<file path="src/rtl/rv64i_state_dump.sv">
// Architectural state dump engine: reads x0..x31 from the register file and
// streams them, followed by a PC snapshot, as 33 ready/valid beats.
module rv64i_state_dump #(
    parameter int XLEN = 64
) (
    input  logic            clk,
    input  logic            rst_n,
    input  logic            start,
    input  logic [XLEN-1:0] pc_in,
    output logic            core_halt,
    output logic            rf_re,
    output logic [4:0]      rf_raddr,
    input  logic [XLEN-1:0] rf_rdata,
    output logic            out_valid,
    input  logic            out_ready,
    output logic [XLEN-1:0] out_data,
    output logic [5:0]      out_idx,
    output logic            out_last,
    output logic            busy,
    output logic            done
);

    typedef enum logic [2:0] {
        IDLE = 3'd0,
        REQ  = 3'd1,
        WAIT = 3'd2,
        SEND = 3'd3,
        DONE = 3'd4
    } state_t;

    localparam logic [5:0] PC_IDX = 6'd32;

    state_t          state_reg;
    logic [5:0]      idx_reg;
    logic [XLEN-1:0] pc_snap_reg;
    logic [XLEN-1:0] out_data_reg;
    logic            out_valid_reg;
    logic            out_last_reg;
    logic            rf_re_reg;
    logic [4:0]      rf_raddr_reg;
    logic            busy_reg;
    logic            done_reg;

    assign out_data  = out_data_reg;
    assign out_valid = out_valid_reg;
    assign out_last  = out_last_reg;
    assign out_idx   = idx_reg;
    assign rf_re     = rf_re_reg;
    assign rf_raddr  = rf_raddr_reg;
    assign busy      = busy_reg;
    assign core_halt = busy_reg;
    assign done      = done_reg;

    always_ff @(posedge clk or negedge rst_n) begin
        if (!rst_n) begin
            state_reg     <= IDLE;
            idx_reg       <= '0;
            pc_snap_reg   <= '0;
            out_data_reg  <= '0;
            out_valid_reg <= 1'b0;
            out_last_reg  <= 1'b0;
            rf_re_reg     <= 1'b0;
            rf_raddr_reg  <= '0;
            busy_reg      <= 1'b0;
            done_reg      <= 1'b0;
        end else begin
            done_reg <= 1'b0;
            case (state_reg)
                IDLE: begin
                    if (start) begin
                        pc_snap_reg  <= pc_in;
                        idx_reg      <= '0;
                        rf_re_reg    <= 1'b1;
                        rf_raddr_reg <= '0;
                        busy_reg     <= 1'b1;
                        state_reg    <= REQ;
                    end
                end
                REQ: begin
                    // The read strobe is raised on entry so it is registered while in REQ.
                    rf_re_reg <= 1'b0;
                    if (idx_reg == PC_IDX) begin
                        out_data_reg  <= pc_snap_reg;
                        out_valid_reg <= 1'b1;
                        out_last_reg  <= 1'b1;
                        state_reg     <= SEND;
                    end else begin
                        state_reg <= WAIT;
                    end
                end
                WAIT: begin
                    // x0 is hardwired zero whatever the register file returns.
                    out_data_reg  <= (idx_reg == 6'd0) ? '0 : rf_rdata;
                    out_valid_reg <= 1'b1;
                    state_reg     <= SEND;
                end
                SEND: begin
                    if (out_ready) begin
                        out_valid_reg <= 1'b0;
                        out_last_reg  <= 1'b0;
                        if (idx_reg == PC_IDX) begin
                            done_reg  <= 1'b1;
                            state_reg <= DONE;
                        end else begin
                            idx_reg   <= idx_reg + 6'd1;
                            state_reg <= REQ;
                            if (idx_reg != 6'd31) begin
                                rf_re_reg    <= 1'b1;
                                rf_raddr_reg <= idx_reg[4:0] + 5'd1;
                            end
                        end
                    end
                end
                DONE: begin
                    busy_reg  <= 1'b0;
                    state_reg <= IDLE;
                end
                default: begin
                    state_reg <= IDLE;
                end
            endcase
        end
    end

endmodule

</file>
<file path="config.mk">
export PLATFORM = sky130hd
export DESIGN_NAME = rv64i_state_dump
export DESIGN_NICKNAME = d
export VERILOG_FILES = /design/src/rtl/rv64i_state_dump.sv
export SDC_FILE = /design/constraint.sdc
export NUM_CORES = 1
export LEC_CHECK = 0
export ABC_AREA = 1
export BUFFER_PORTS_ARGS = -buffer_cell sky130_fd_sc_hd__buf_4
export CORE_MARGIN = 10
export CORE_UTILIZATION = 52
export DETAILED_ROUTE_END_ITERATION = 16
export GPL_ROUTABILITY_DRIVEN = 0
export GPL_TIMING_DRIVEN = 0
export PLACE_DENSITY = 0.77
export SYNTH_ARGS = -nofsm -noshare
export SYNTH_HDL_FRONTEND = slang
export SYNTH_SLANG_ARGS = --single-unit
</file>
<file path="constraint.sdc">
create_clock -name clk -period 2.1 [get_ports clk]
set_clock_uncertainty 0.05 [all_clocks]
set_input_delay 0 -clock clk [delete_from_list [all_inputs] [get_ports clk]]
set_output_delay 0 -clock clk [all_outputs]
set_load 0.05 [all_outputs]
</file>
Word-level counts from Yosys, hierarchy flattened --
Index checks and enable logic that the tools add are counted.
Storage, ports and cells: bits in registers 147, input port bits 132, output and inout port bits 81, word-level logic and storage cells 70
Cells by class: add/subtract/negate cells 2, equality and inequality tests 11, mux-type cells 30, reduce and logical (&&, ||, !) cells 17
Operators by type and width (count):
- two-way mux 64 bit | 2
- case mux 64 bit (2 select lines) | 1
- two-way mux 5 bit | 4
- two-way mux 6 bit | 3
- case mux 3 bit (4 select lines) | 1
- case mux 6 bit (2 select lines) | 1
- two-way mux 1 bit | 10
- != test 2 bit, second input constant | 5
- case mux 5 bit (2 select lines) | 1
- AND reduction 5 bit | 2
- two-way mux 3 bit | 3
- AND reduction 2 bit | 4
- nonzero test 2 bit | 4
- adder 6 x 1 -> 6 bit, second input constant | 1
- equality test 3 x 2 -> 1 bit, second input constant | 2
- equality test 6 bit, second input constant | 1
- logical NOT 6 bit | 1
- != test 6 x 5 -> 1 bit, second input constant | 1
- case mux 1 bit (3 select lines) | 2
- AND reduction 3 bit | 2
- nonzero test 3 bit | 2
- adder 5 x 1 -> 5 bit, second input constant | 1
- case mux 1 bit (2 select lines) | 2
- AND reduction 4 bit | 1
- other kinds (3) | 3

Longest topological paths before layout --
depth in word-level cells 5, mapped depth 10, depth with buffers taken out 9

Worst setup path after synthesis --
OpenSTA, ideal clock, no wires.
path kind register to register, start register idx_reg[0] (netlist: out_idx[0]), end register out_data_reg[20] (netlist: out_data[20]), setup time 66 ps, arrival 1725 ps, required time 1984 ps, slack 260 ps, stages on the path, launching flop included 11, path through dfrtp_1 > inv_1 > ha_1 > nand2_1 > nor2_1 > nand3_2 > clkbuf_1 > nand2_1 > nand2_1 > nand2_1 > nand2_1
Between the ends: word-level cells in the longest chain between the ends 3, elaborated cells on any way between the ends 6, classes of those cells eq/ne: 2; mux: 2; reduce/logical: 2
Ends and longest elaborated chain:
- from (decl) | RTL line 34 | logic [5:0] idx_reg;
- from (signal assigned) | RTL line 105 | idx_reg <= idx_reg + 6'd1;
- equality test 6 bit / logical NOT 6 bit (equally long branches) | RTL line 82, 93
- != test 2 bit (no line) / two-way mux 64 bit (equally long branches)
- AND reduction 2 bit (no line) / case mux 64 bit (2 select lines) (equally long branches)
- to (signal assigned) | RTL line 83 | out_data_reg <= pc_snap_reg;
- to (signal assigned) | RTL line 93 | out_data_reg <= (idx_reg == 6'd0) ? '0 : rf_rdata;
- to (decl) | RTL line 36 | logic [XLEN-1:0] out_data_reg;
Several ways; a longest one is shown, not always the timed one. A chain may end at the register's enable or synchronous reset.

Worst setup path after layout --
start register idx_reg[0] (netlist: out_idx[0]), end register out_data_reg[41] (netlist: out_data[41])
Same word-level chain as after synthesis.

==> summary.md <==
| Metric | Value |
|---|---|
| Crit path launch type | flop |
| Vias post-DR | 7810 |
| Port buffer count | 212 |
| Max-Slew Margin vs Limit | 62.1% |
| Post-Place Cells | 1410 |
| Clock latency on the worst-skew pair | 0.43 ns |
| Hold Crit Class | primary input to async pin |
| Site row count | 42 |
| Drt wl/cell | 16.1 microns |
| Clock power frac | 20.2% |
| Max stage delay on crit path | 0.44 ns |
| Total power | 16.0 mW |
| Clock buffer depth | 2 |
| Sw frac | 46.7% |
| Most common cell after layout, fill and taps aside | nand2_1 |
| Largest net degree at the start of global routing | 91 |
| Status | finished, final reports clean |
| Syn_nets | 1155 |
| Critical path cell sequence | inv_1 -> ha_1 -> nand2_1 -> nor2_2 -> nand3_4 -> clkbuf_2 -> nand2_1 -> nand2_1 -> nand2_1 -> nand2_1 |
| Library cells used by synthesis | 20 |
| Number of setup violations in the final report | 0 |
| TritonCTS buffer count | 17 |
| Gate Count Post-Synth | 1021 |
| Post-DP HPWL | 15.3 mm |
| Most frequent cells in the layout | nand2_1 (629), buf_4 (212), dfrtp_1 (147), dlygate4sd3_1 (131), nor2_1 (79) |
| Worst-margin pin slew | 0.569 ns |
| DP Worst Slack | 0.00877 ns |
| Mean Syn Cell Area | 7.00 sq um |
| Max cap viols | 0 |
| Clock Pin Slew Worst Setup and Hold Paths | 0.06 ns |
| YS warnings | 0 |
| Antenna violations before repair | 3 |
| Critical Path Sink Type | flop |
| Antenna Nets Post-Route | 0 |
| Root Buffer | clkbuf_16 |
| First-pass GRT wire length | 40.4 mm |
| Layout Nets | 1518 |
| Max IR drop VDD | 0.765 mV |
| WP data arrival | 2.18 ns |
| H-tree depth | 4 |
| Layout area overhead | 53.3% |
| Most frequent CP cell | nand2_1 |
| Design Area, Final | 11000 sq um |
| Hold Vio Cnt, Final | 0 |
| Comb pwr share | 50.8% |
| Fmax | 522 MHz |
| Sw Pwr | 7.48 mW |
| Clock sink count | 147 |
| Slowest cell on the critical path | dfrtp_1 |
| Cell-internal power | 8.52 mW |
| Non-filler cells in the finished layout | 1580 |
| CP delay by family, top | simple AND/OR/NAND/NOR gates |
| Post-layout util | 82.1% |
| Share of cells above drive strength 1 | 21.9% |
| Shortest period the worst path allows | 1.92 ns |
| Cell area power density | 1460 nW/um^2 |
| Die Area | 18800 sq um |
| Chip width | 137 microns |
| Min Hold Slack | 0.0462 ns |
| FF+latch count, synth | 147 |
| Total negative slack | 0 ns |
| DR pass1 iterations | 5 |
| Cell Area, Synth | 7150 sq um |
| RSZ-0062 raised after global routing | no |
| Proportion of power drawn by flip-flops and latches | 29.0% |
| Drt drc | 0 |
| Die Y | 137 microns |
| Core outline area | 13300 sq um |
| Vias per cell | 4.94 |
| Fin crit share | 91.2% |
| Worst reg2reg setup slack | 0.18 ns |
| Total Wirelength | 25.4 mm |
| IO Pins | 213 |
| Sequential element share of the synthesized area | 51.5% |
| Leakage dissipation | 6.38 nW |
| Initial core utilization | 53.6% |
| CTS tree | yes |
| Final slew viol count | 0 |
| Initial DRC count | 532 |
| Peak fanout along the critical path | 10 |
| Total Routing Usage GR | 27.1% |
| Total gr overflow | 0 |
| Bufs and invs on worst path | 2 |
| CP Class | flop to flop |
| Required @ worst endpoint | 2.36 ns |
| Vias in the first global route | 8065 |
| Dpl cell area | 8990 sq um |
| Post-route setup slack | 0.184 ns |
[layout make-up]
class,count,area [sq um]
inverter,82,309
sequential,147,3680
tap,176,220
timing repair buffer,344,2930
fill,850,2390
clock inverter,13,184
antenna,7,17.5
clock buffer,19,443
buffer,48,267
multi-input combinational,744,2910
[cell families after synthesis]
logic type | after synthesis | synth area share [%]
fa+ha+maj | 2 | 0.350
simple gates | 729 | 39.3
compound gates | 13 | 0.910
flops | 147 | 51.5
buf+inv | 130 | 8.02
[power groups by stage]
| stage | Combinational, mW | Sequential, mW | Clock (mW) |
|---|---|---|---|
| floorplan | 3.63 | 6.29 | 0 |
| global placement | 7.59 | 4.57 | 0 |
| detailed placement | 7.72 | 4.60 | 0 |
| CTS | 7.96 | 4.58 | 3.25 |
| global route | 8.89 | 4.74 | 3.38 |
| finish | 8.13 | 4.63 | 3.24 |
[timing repair]
action                                 4_1_cts  5_1_grt
resized for setup                            0        6
hold buffers                               131        0
setup endpoints to repair                    0       52
buffers inserted                             0        0
endpoints found under the hold margin      191        0
[worst paths after layout]
kind | from | endpoint | cells after the start
max in group asynchronous | rst_n | pc_snap_reg[30] | 3
max | out_idx[0] | out_data[41] | 10
min | rst_n | out_idx[3] | 2
min reg2reg | pc_snap_reg[51] | pc_snap_reg[51] | 2
min in group clk | pc_in[0] | pc_snap_reg[0] | 4
max reg2reg | out_idx[0] | out_data[41] | 10
[layer usage]
metal	vias up	part of all wire [%]	global-route usage (%)	wire, microns
met5	-	0	0	0
met4	0	3.6	12.5	920
met3	79	8.4	8.70	2120
met2	377	50	45.9	12700
met1	3624	38	30.5	9640
li1	3730	-	-	-
[synth_stat cells]
master / instances / share of area [%]
nor2_4: 3 / 0.47
clkbuf_1: 8 / 0.42
nand4_1: 1 / 0.088
inv_1: 73 / 3.8
o21ai_0: 8 / 0.56
buf_6: 5 / 0.79
nand3_1: 8 / 0.56
buf_4: 1 / 0.11
nor2_1: 80 / 4.2
a21oi_1: 5 / 0.35
nand2_1: 629 / 33
nor2_2: 2 / 0.17
buf_2: 34 / 2.4
nand3b_1: 1 / 0.11
inv_2: 8 / 0.42
ha_1: 2 / 0.35
clkinv_2: 1 / 0.070
dfrtp_1: 147 / 51
nand2_2: 1 / 0.088
nand3_2: 4 / 0.56
Power figures use the tool's default switching activity.
